--- config.mk ---
export PLATFORM = sky130hd
export DESIGN_NAME = imm_gen_pipe
export DESIGN_NICKNAME = d
export VERILOG_FILES = /design/src/rtl/imm_pkg.sv /design/src/rtl/imm_extract.sv /design/src/rtl/imm_gen_pipe.sv
export SDC_FILE = /design/constraint.sdc
export NUM_CORES = 1
export LEC_CHECK = 0
export ABC_AREA = 1
export CORE_UTILIZATION = 45
export DETAILED_ROUTE_END_ITERATION = 8
export PLACE_DENSITY = 0.7
export SKIP_CTS_REPAIR_TIMING = 1
export SYNTH_ARGS = -nofsm -noshare
export SYNTH_HDL_FRONTEND = slang
export SYNTH_HIERARCHICAL = 1
export SYNTH_SLANG_ARGS = --single-unit
export TNS_END_PERCENT = 1
--- constraint.sdc ---
create_clock -name clk -period 2.5 [get_ports clk]
set_clock_uncertainty 0.2 [all_clocks]
set_input_delay 0.5 -clock clk [delete_from_list [all_inputs] [get_ports clk]]
set_output_delay 0.5 -clock clk [all_outputs]
set_load 0.05 [all_outputs]
--- src/rtl/imm_pkg.sv ---
// Shared constants for the registered RISC-V immediate generator: opcodes,
// shift funct3 codes, format encodings, occupancy states and the XLEN check.
package imm_pkg;

  localparam logic [6:0] OPC_LOAD   = 7'b0000011;
  localparam logic [6:0] OPC_OP_IMM = 7'b0010011;
  localparam logic [6:0] OPC_JALR   = 7'b1100111;
  localparam logic [6:0] OPC_STORE  = 7'b0100011;
  localparam logic [6:0] OPC_BRANCH = 7'b1100011;
  localparam logic [6:0] OPC_LUI    = 7'b0110111;
  localparam logic [6:0] OPC_AUIPC  = 7'b0010111;
  localparam logic [6:0] OPC_JAL    = 7'b1101111;
  localparam logic [6:0] OPC_OP     = 7'b0110011;

  localparam logic [2:0] F3_SLL = 3'b001;
  localparam logic [2:0] F3_SRX = 3'b101;

  typedef enum logic [2:0] {
    FMT_NONE  = 3'd0,
    FMT_I     = 3'd1,
    FMT_S     = 3'd2,
    FMT_B     = 3'd3,
    FMT_U     = 3'd4,
    FMT_J     = 3'd5,
    FMT_SHAMT = 3'd6,
    FMT_ILL   = 3'd7
  } fmt_e;

  typedef enum logic [1:0] {
    CNT_EMPTY   = 2'd0,
    CNT_PARTIAL = 2'd1,
    CNT_FULL    = 2'd2
  } cnt_state_e;

  function automatic bit xlen_legal(input int xlen);
    return (xlen == 32) || (xlen == 64);
  endfunction

  function automatic bit depth_legal(input int depth);
    return (depth >= 2) && ((depth & (depth - 1)) == 0);
  endfunction

endpackage

--- src/rtl/imm_extract.sv ---
// Combinational immediate/format decoder for one 32-bit RISC-V instruction.
// Every format is first assembled as a sign-correct 32-bit value, then widened.
module imm_extract
  import imm_pkg::*;
#(
  parameter int XLEN = 32
) (
  input  logic [31:0]     inst,
  output logic [XLEN-1:0] imm,
  output fmt_e            fmt
);

  localparam int SH_W = (XLEN == 64) ? 6 : 5;

  logic [6:0]  opcode;
  logic [2:0]  funct3;
  logic [31:0] raw;

  assign opcode = inst[6:0];
  assign funct3 = inst[14:12];

  always_comb begin
    raw = '0;
    fmt = FMT_ILL;
    case (opcode)
      OPC_LOAD, OPC_JALR: begin
        raw = {{20{inst[31]}}, inst[31:20]};
        fmt = FMT_I;
      end
      OPC_OP_IMM: begin
        if (funct3 == F3_SLL || funct3 == F3_SRX) begin
          // bit 31 of raw stays clear, so the widening below zero-extends
          raw = 32'(inst[20 +: SH_W]);
          fmt = FMT_SHAMT;
        end else begin
          raw = {{20{inst[31]}}, inst[31:20]};
          fmt = FMT_I;
        end
      end
      OPC_STORE: begin
        raw = {{20{inst[31]}}, inst[31:25], inst[11:7]};
        fmt = FMT_S;
      end
      OPC_BRANCH: begin
        raw = {{19{inst[31]}}, inst[31], inst[7], inst[30:25], inst[11:8], 1'b0};
        fmt = FMT_B;
      end
      OPC_LUI, OPC_AUIPC: begin
        raw = {inst[31:12], 12'b0};
        fmt = FMT_U;
      end
      OPC_JAL: begin
        raw = {{11{inst[31]}}, inst[31], inst[19:12], inst[20], inst[30:21], 1'b0};
        fmt = FMT_J;
      end
      OPC_OP: begin
        raw = '0;
        fmt = FMT_NONE;
      end
      default: begin
        raw = '0;
        fmt = FMT_ILL;
      end
    endcase
  end

  assign imm = XLEN'($signed(raw));

endmodule

--- src/rtl/imm_gen_pipe.sv ---
// Registered immediate generator: decode on push, DEPTH-entry in-order result FIFO.
// Optional macro IMM_GEN_ILL_CHECK_EN adds a stored illegal-opcode flag driving ill_out.
module imm_gen_pipe
  import imm_pkg::*;
#(
  parameter int XLEN  = 32,
  parameter int DEPTH = 2,
  parameter int TAG_W = 4
) (
  input  logic             clk,
  input  logic             reset_n,
  input  logic             in_valid,
  output logic             in_ready,
  input  logic [31:0]      in_inst,
  input  logic [TAG_W-1:0] in_tag,
  output logic             out_valid,
  input  logic             out_ready,
  output logic [XLEN-1:0]  imm_out,
  output logic [2:0]       fmt_out,
  output logic [TAG_W-1:0] tag_out,
  output logic             ill_out
);

  localparam int PTR_W = $clog2(DEPTH);
  localparam int CNT_W = PTR_W + 1;

  if (!xlen_legal(XLEN)) begin : g_bad_xlen
    $error("imm_gen_pipe: XLEN must be 32 or 64");
  end
  if (!depth_legal(DEPTH)) begin : g_bad_depth
    $error("imm_gen_pipe: DEPTH must be a power of two and at least 2");
  end

  logic [XLEN-1:0]  ext_imm;
  fmt_e             ext_fmt;

  logic [XLEN-1:0]  imm_mem [DEPTH];
  fmt_e             fmt_mem [DEPTH];
  logic [TAG_W-1:0] tag_mem [DEPTH];

  logic [PTR_W-1:0] wr_ptr_reg;
  logic [PTR_W-1:0] rd_ptr_reg;
  logic [PTR_W-1:0] head_idx;
  logic [CNT_W-1:0] count_reg;
  logic [CNT_W-1:0] count_next;
  cnt_state_e       state_reg;
  cnt_state_e       state_next;

  logic             push;
  logic             pop;
  logic [DEPTH-1:0] wr_en;

  imm_extract #(
    .XLEN(XLEN)
  ) u_extract (
    .inst(in_inst),
    .imm (ext_imm),
    .fmt (ext_fmt)
  );

  assign out_valid = (state_reg != CNT_EMPTY);
  assign pop       = out_valid && out_ready;
  assign in_ready  = (state_reg != CNT_FULL) || pop;
  assign push      = in_valid && in_ready;

  // When empty, the slot just behind rd_ptr still holds the last popped entry.
  assign head_idx = (state_reg == CNT_EMPTY) ? (rd_ptr_reg - PTR_W'(1)) : rd_ptr_reg;

  for (genvar gi = 0; gi < DEPTH; gi++) begin : g_wr_en
    assign wr_en[gi] = push && (wr_ptr_reg == PTR_W'(gi));
  end

  always_ff @(posedge clk or negedge reset_n) begin
    if (!reset_n) begin
      for (int i = 0; i < DEPTH; i++) begin
        imm_mem[i] <= '0;
        fmt_mem[i] <= FMT_NONE;
        tag_mem[i] <= '0;
      end
    end else begin
      for (int i = 0; i < DEPTH; i++) begin
        if (wr_en[i]) begin
          imm_mem[i] <= ext_imm;
          fmt_mem[i] <= ext_fmt;
          tag_mem[i] <= in_tag;
        end
      end
    end
  end

  assign imm_out = imm_mem[head_idx];
  assign fmt_out = fmt_mem[head_idx];
  assign tag_out = tag_mem[head_idx];

`ifdef IMM_GEN_ILL_CHECK_EN
  logic ill_mem [DEPTH];

  always_ff @(posedge clk or negedge reset_n) begin
    if (!reset_n) begin
      for (int i = 0; i < DEPTH; i++) begin
        ill_mem[i] <= 1'b0;
      end
    end else begin
      for (int i = 0; i < DEPTH; i++) begin
        if (wr_en[i]) begin
          ill_mem[i] <= (ext_fmt == FMT_ILL);
        end
      end
    end
  end

  assign ill_out = ill_mem[head_idx];
`else
  assign ill_out = 1'b0;
`endif

  always_ff @(posedge clk or negedge reset_n) begin
    if (!reset_n) begin
      state_reg  <= CNT_EMPTY;
      count_reg  <= '0;
      wr_ptr_reg <= '0;
      rd_ptr_reg <= '0;
    end else begin
      state_reg <= state_next;
      count_reg <= count_next;
      if (push) begin
        wr_ptr_reg <= wr_ptr_reg + PTR_W'(1);
      end
      if (pop) begin
        rd_ptr_reg <= rd_ptr_reg + PTR_W'(1);
      end
    end
  end

  always_comb begin
    state_next = state_reg;
    count_next = count_reg;
    case (state_reg)
      CNT_EMPTY: begin
        if (push) begin
          count_next = CNT_W'(1);
          state_next = CNT_PARTIAL;
        end
      end
      CNT_PARTIAL: begin
        if (push && !pop) begin
          count_next = count_reg + CNT_W'(1);
          state_next = (count_reg == CNT_W'(DEPTH - 1)) ? CNT_FULL : CNT_PARTIAL;
        end else if (pop && !push) begin
          count_next = count_reg - CNT_W'(1);
          state_next = (count_reg == CNT_W'(1)) ? CNT_EMPTY : CNT_PARTIAL;
        end
      end
      CNT_FULL: begin
        // push with pop keeps the buffer full; pop alone drops to partial
        if (pop && !push) begin
          count_next = count_reg - CNT_W'(1);
          state_next = CNT_PARTIAL;
        end
      end
      default: begin
        state_next = CNT_EMPTY;
        count_next = '0;
      end
    endcase
  end

endmodule

==> metrics, run 1 <==
register area share after synthesis=44.1%; Lkg Pwr=3.10 nW; Achievable Freq=0.378 GHz; CTS tree=built; clock latency on the worst-skew pair=0.35 ns; Combinational Power Share=49.6%; Syn Nets=652; failing checks=negative setup slack; Post-synth EDFFs=0; post-DP HPWL=7610 um; Reg2Reg Setup Slack=0.68 ns; Finish-stage setup viols=39; sequential fraction of design power=30.6%; count leader, synth=nand2_1; die width=105 um; Layout Nets=730; Biggest register=imm_mem; dpl cells=813; RSZ-0062 raised after global routing=true; setup TNS=-4.33 ns; Worst-path clk slew=0.09 ns; WHS Endpoint=imm_mem[36]; share of layout cells above drive strength 1=19.6%; synth cell count leaders=159 x nand2_1, 84 x dfrtp_1, 73 x inv_1; drt first pass iters=5; drt initial violations=298; Finished Layout Cells=829; via count=4166; CP Buf/Inv Count=2; fillers=927; maximum vdd drop=0.000940 V; Ports=82; Total Wirelength=11300 um; min cycle time layout=2.65 ns; wire per inst=13.6 um; full die area=11000 sq um; Final Hold Viols=0; clk sinks=84; initial antenna violation count=0; Syn-to-layout area delta=27.7%; crit path max-delay cell type=dfrtp_1; max-cap violation count=0; sw frac=41.0%; largest stage delay on the critical path=0.42 ns; Synth cell types=31; Rows=37; critical path fanouts, max=23; worst r2r src=state_reg[0]; Crit Path Class=reg -> out; register area=2100 sq um; P_int=3.18 mW; Power Density=886 nW/um^2; top flop regs=imm_mem x64, tag_mem x8, fmt_mem x6; Via density=5.03; final worst slack=-0.148 ns; CP delay by family, top=flip-flops; largest area contributor in the synthesized netlist=dfrtp_1; slew margin rel.=61.5%; FFs w/ async S/R, synth=100%; number of synthesis warnings=6; core area=10300 sq um; CTS H-tree depth=3; Multi-input gate area=2230 sq um; number of I/O port buffers=80; remaining antenna violation count after routing=0; Psw=2.21 mW; outcome=finished with violations; largest net degree at the start of global routing=80; CP endpoint kind=output port; Max Slew Vio Count=0; Root Driver=clkbuf_8; Least-Margin Pin Slew=0.578 ns; worst reg-to-reg path cell count=8; FF+latch count, synth=84; Setup crit start kind=flip-flop; WP data required=1.80 ns; Post-Synthesis Cell Area=4760 sq um; hold path cells=2; Initial Util=46.4%; DRC viols=0; Max clock buf depth=2; crit-path cells=nor2_4 -> xor2_4 -> buf_12 -> mux2_2 -> buf_6; hold crit path type=reg -> reg; max reg flops=64; hold slack=0.287 ns; Final Wtd Congestion=0.850; Reg-to-Reg End=imm_mem[50]; Total Routing Usage GR=21.2%; Worst Hold Launch=imm_mem[36]; first-pass GRT wire length=18600 um; Clock Power Share=19.8%; CP Data Arrival Time=1.95 ns; top cells by area, synth=dfrtp_1 44%, nand2_1 13%, mux2_2 8.5%; Main synth FF type=dfrtp_1; final period utilization=106%; global route overflow=0; vias in the first global route=4013; Finished Core Util=59.2%; antenna cells=0; syn_area_per_cell=7.80 sq um; Die H=105 um; Cells after Synth=611; CTS Buf Count=9; area share of the largest cell type after synthesis=44.1%
-- power groups by stage --
| stage | logic, mW | clock network, mW | registers, mW |
|---|---|---|---|
| CTS | 2.47 | 1.09 | 1.64 |
| detailed placement | 2.46 | 0 | 1.67 |
| floorplan | 1.77 | 0 | 1.65 |
| finish | 2.67 | 1.07 | 1.65 |
| global route | 2.83 | 1.15 | 1.67 |
| global placement | 2.44 | 0 | 1.66 |
-- placed cells by master (no fill, tap or decap), types with 2 or more instances in the layout --
cell type | netlist | layout
clkinvlp_4 | 0 | 2
clkbuf_8 | 0 | 9
nand3_2 | 2 | 3
o21ai_1 | 29 | 29
buf_6 | 9 | 39
nand2_1 | 159 | 159
or2_2 | 1 | 2
nand2_2 | 7 | 7
buf_4 | 5 | 13
o21ai_0 | 61 | 61
nor2_2 | 4 | 3
clkdlybuf4s50_1 | 0 | 39
inv_1 | 73 | 73
dfrtp_1 | 84 | 84
mux2_4 | 0 | 16
inv_2 | 4 | 4
buf_12 | 0 | 7
bufinv_16 | 0 | 2
nand3_1 | 27 | 26
nand4_1 | 2 | 2
nor2_1 | 48 | 48
a21oi_1 | 28 | 28
nor2_4 | 2 | 3
mux2_2 | 36 | 22
-- cell type report --
| type | instances | share of cell area (%) |
|---|---|---|
| multi-input combinational | 418 | 36.7 |
| sequential | 84 | 34.5 |
| tap | 136 | 2.80 |
| timing repair buffer | 99 | 17.7 |
| inverter | 77 | 4.75 |
| clock buffer | 9 | 2.04 |
| clock inverter | 6 | 1.46 |
-- through the flow --
| step | total power [mW] | instance area, sq um | setup WS (ns) |
|---|---|---|---|
| after floorplan | 3.42 | 4760 | 0.169 |
| after global placement | 4.10 | 5650 | -0.00610 |
| after detailed placement | 4.13 | 5650 | -0.114 |
| after CTS | 5.20 | 5860 | -0.249 |
| after global routing | 5.65 | 6080 | -0.206 |
| final | 5.39 | 6080 | -0.148 |
-- worst min-delay path, delay by kind of cell (launching register included) --
| kind | cells | cell delay [ns] |
|---|---|---|
| AND/OR/NAND/NOR | 1 | 0.05 |
| AO/OA/AOI/OAI | 1 | 0.06 |
| flip-flops | 1 | 0.35 |
-- worst max path at each step --
stage,start,to,slack (ns),cells past startpoint
after global placement,in_inst[4],imm_mem[30],-0.006,10
after CTS,state_reg[1],imm_out[23],-0.25,5
final,state_reg[1],fmt_out[0],-0.15,5
after global routing,state_reg[1],imm_out[23],-0.21,5
after floorplan,state_reg[1],imm_out[12],0.17,5
after detailed placement,in_inst[4],imm_mem[22],-0.11,10
-- cell families after synthesis --
| group | Yosys count | share of synthesized area, % |
|---|---|---|
| compound gates | 120 | 12.7 |
| xor+xnor | 2 | 0.525 |
| fa+ha+maj | 1 | 0.263 |
| buf+inv | 109 | 10.7 |
| flops | 84 | 44.1 |
| mux | 39 | 9.22 |
| other cells | 1 | 0.0787 |
| simple gates | 255 | 22.4 |
-- per-layer routing --
| layer | up-vias | share of wire, % | GRT usage [%] |
|---|---|---|---|
| met5 | - | 0 | 0 |
| met4 | 0 | 1.2 | 7.34 |
| met3 | 12 | 4.4 | 3.49 |
| met2 | 123 | 48 | 35.3 |
| met1 | 1947 | 46 | 27.9 |
| li1 | 2084 | - | - |
Note: power is estimated with default switching activity, not from simulation.
==> inputs of run 2 (changes only) <==
- PLACE_DENSITY: 0.7 -> 0.76
- SLEW_MARGIN: default -> 40
==> metrics, run 2 (synthesized netlist as in run 1, its figures left out) <==
full die area=11000 sq um (unchanged); vias in the first global route=4015 (+0.050%); Final Hold Viols=0 (unchanged); fillers=873 (-5.8%); share of layout cells above drive strength 1=20.9% (+1.3 points); Max clock buf depth=2 (unchanged); Psw=2.45 mW (+11%); Power Density=967 nW/um^2 (+9.1%); drt initial violations=283 (-5.0%); Total Routing Usage GR=21.4% (+0.22 points); failing checks=negative setup slack; Finished Layout Cells=839 (+1.2%); commonest non-fill, non-tap cell in the layout=nand2_1; Rows=37 (unchanged); Overall Power=6.14 mW (+14%); number of I/O port buffers=80 (unchanged); first-pass GRT wire length=19000 um (+2.2%); hold crit path type=reg -> reg; Total Wirelength=12000 um (+6.2%); Combinational Power Share=56.9% (+7.3 points); Biggest register=imm_mem; Achievable Freq=0.379 GHz (+0.35%); hold slack=0.288 ns (+0.000228 ns); initial antenna violation count=0 (unchanged); Root Driver=clkbuf_8; sw frac=39.8% (-1.1 points); maximum vdd drop=0.00103 V (+9.4%); DRC viols=0 (unchanged); Least-Margin Pin Slew=0.507 ns (-0.0709 ns); Syn-to-layout area delta=33.4%; clk sinks=84 (unchanged); wire per inst=14.3 um (+4.9%); post-DP HPWL=7770 um (+2.2%); Crit Path Class=reg -> out; final worst slack=-0.139 ns (+0.00925 ns); largest net degree at the start of global routing=79 (-1.3%); Setup crit start kind=flip-flop; drt first pass iters=5 (unchanged); final period utilization=106% (-0.37 points); max-cap violation count=0 (unchanged); remaining antenna violation count after routing=0 (unchanged); Layout Nets=739 (+1.2%); Max Slew Vio Count=0 (unchanged); global route overflow=0 (unchanged); sequential fraction of design power=26.9% (-3.7 points); Finished Core Util=61.8% (+2.6 points); die width=105 um (unchanged); clock latency on the worst-skew pair=0.36 ns (about the same); Ports=82 (unchanged); CTS H-tree depth=3 (unchanged); Initial Util=46.4% (unchanged); most frequent cells in the layout=159 x nand2_1, 84 x dfrtp_1, 73 x inv_1; CTS Buf Count=9 (unchanged); min cycle time layout=2.64 ns (-0.00925 ns); max reg flops=64 (unchanged); dpl cells=814 (+0.12%); critical path fanouts, max=8 (-65%); WP data required=1.80 ns (about the same); Via density=5.06 (+0.73%); Finish-stage setup viols=39 (unchanged); RSZ-0062 raised after global routing=true; core area=10300 sq um (unchanged); P_int=3.69 mW (+16%); via count=4247 (+1.9%); Clock Power Share=16.2% (-3.6 points); antenna cells=0 (unchanged); CP Data Arrival Time=1.94 ns (about the same); Final Wtd Congestion=0.917 (+7.9%); CP endpoint kind=output port; Die H=105 um (unchanged); slew margin rel.=66.1% (+4.7 points); Worst-path clk slew=0.09 ns (about the same); CTS tree=built; Lkg Pwr=3.24 nW (+4.6%); outcome=finished with violations; top flop regs=imm_mem x64, tag_mem x8, fmt_mem x6
-- run 2: power by group through the flow --
stage                     combinational [mW]  sequential, mW  clock (mW)
after floorplan                         1.77            1.65           0
after global placement                  2.44            1.65           0
after detailed placement                2.47            1.67           0
after CTS                               2.47            1.64        1.02
after global routing                    3.68            1.68        1.08
final                                   3.49            1.65       0.995
-- run 2: worst paths after layout --
check	startpoint	end	slack, ns	cells after the start
setup / recovery	state_reg[0]	imm_out[25]	-0.14	6
hold / removal	imm_mem[15]	imm_mem[15]	0.29	2
setup reg to reg	state_reg[0]	fmt_mem[4]	0.65	8
hold reg to reg	imm_mem[15]	imm_mem[15]	0.29	2
max in group asynchronous	reset_n	count_reg[0]	1.08	3
min in group asynchronous	reset_n	tag_mem[4]	0.40	2
-- run 2: final cells by class --
class                      instances  area [sq um]  area share [%]
tap                              136           170            2.68
inverter                          77           289            4.55
multi-input combinational        418          2260            35.6
timing repair buffer             108          1330            20.9
sequential                        84          2100            33.1
clock buffer                       9           124            1.95
clock inverter                     7          76.3            1.20
-- run 2: through the flow --
stage / instance area (sq um) / setup TNS (ns) / setup WS, ns
finish: 6350 / -4.92 / -0.139
global route: 6350 / -7.66 / -0.209
CTS: 5870 / -9.16 / -0.257
detailed placement: 5670 / -2.30 / -0.133
global placement: 5670 / 0 / 0.00875
floorplan: 4760 / 0 / 0.169
-- run 2: critical path, cell delays in order (launching register included) --
cell	delay, ns
dfrtp_1	0.41
nor2_4	0.17
xor2_4	0.17
buf_12	0.17
buf_12	0.12
mux2_2	0.35
buf_6	0.16
-- run 2: routing by layer --
metal	GRT usage [%]	vias to the layer above	part of all wire [%]
met1	28.1	2005	45
met3	3.99	19	3.9
li1	-	2111	-
met2	35.9	112	49
met4	6.54	0	1.4
met5	0	-	0
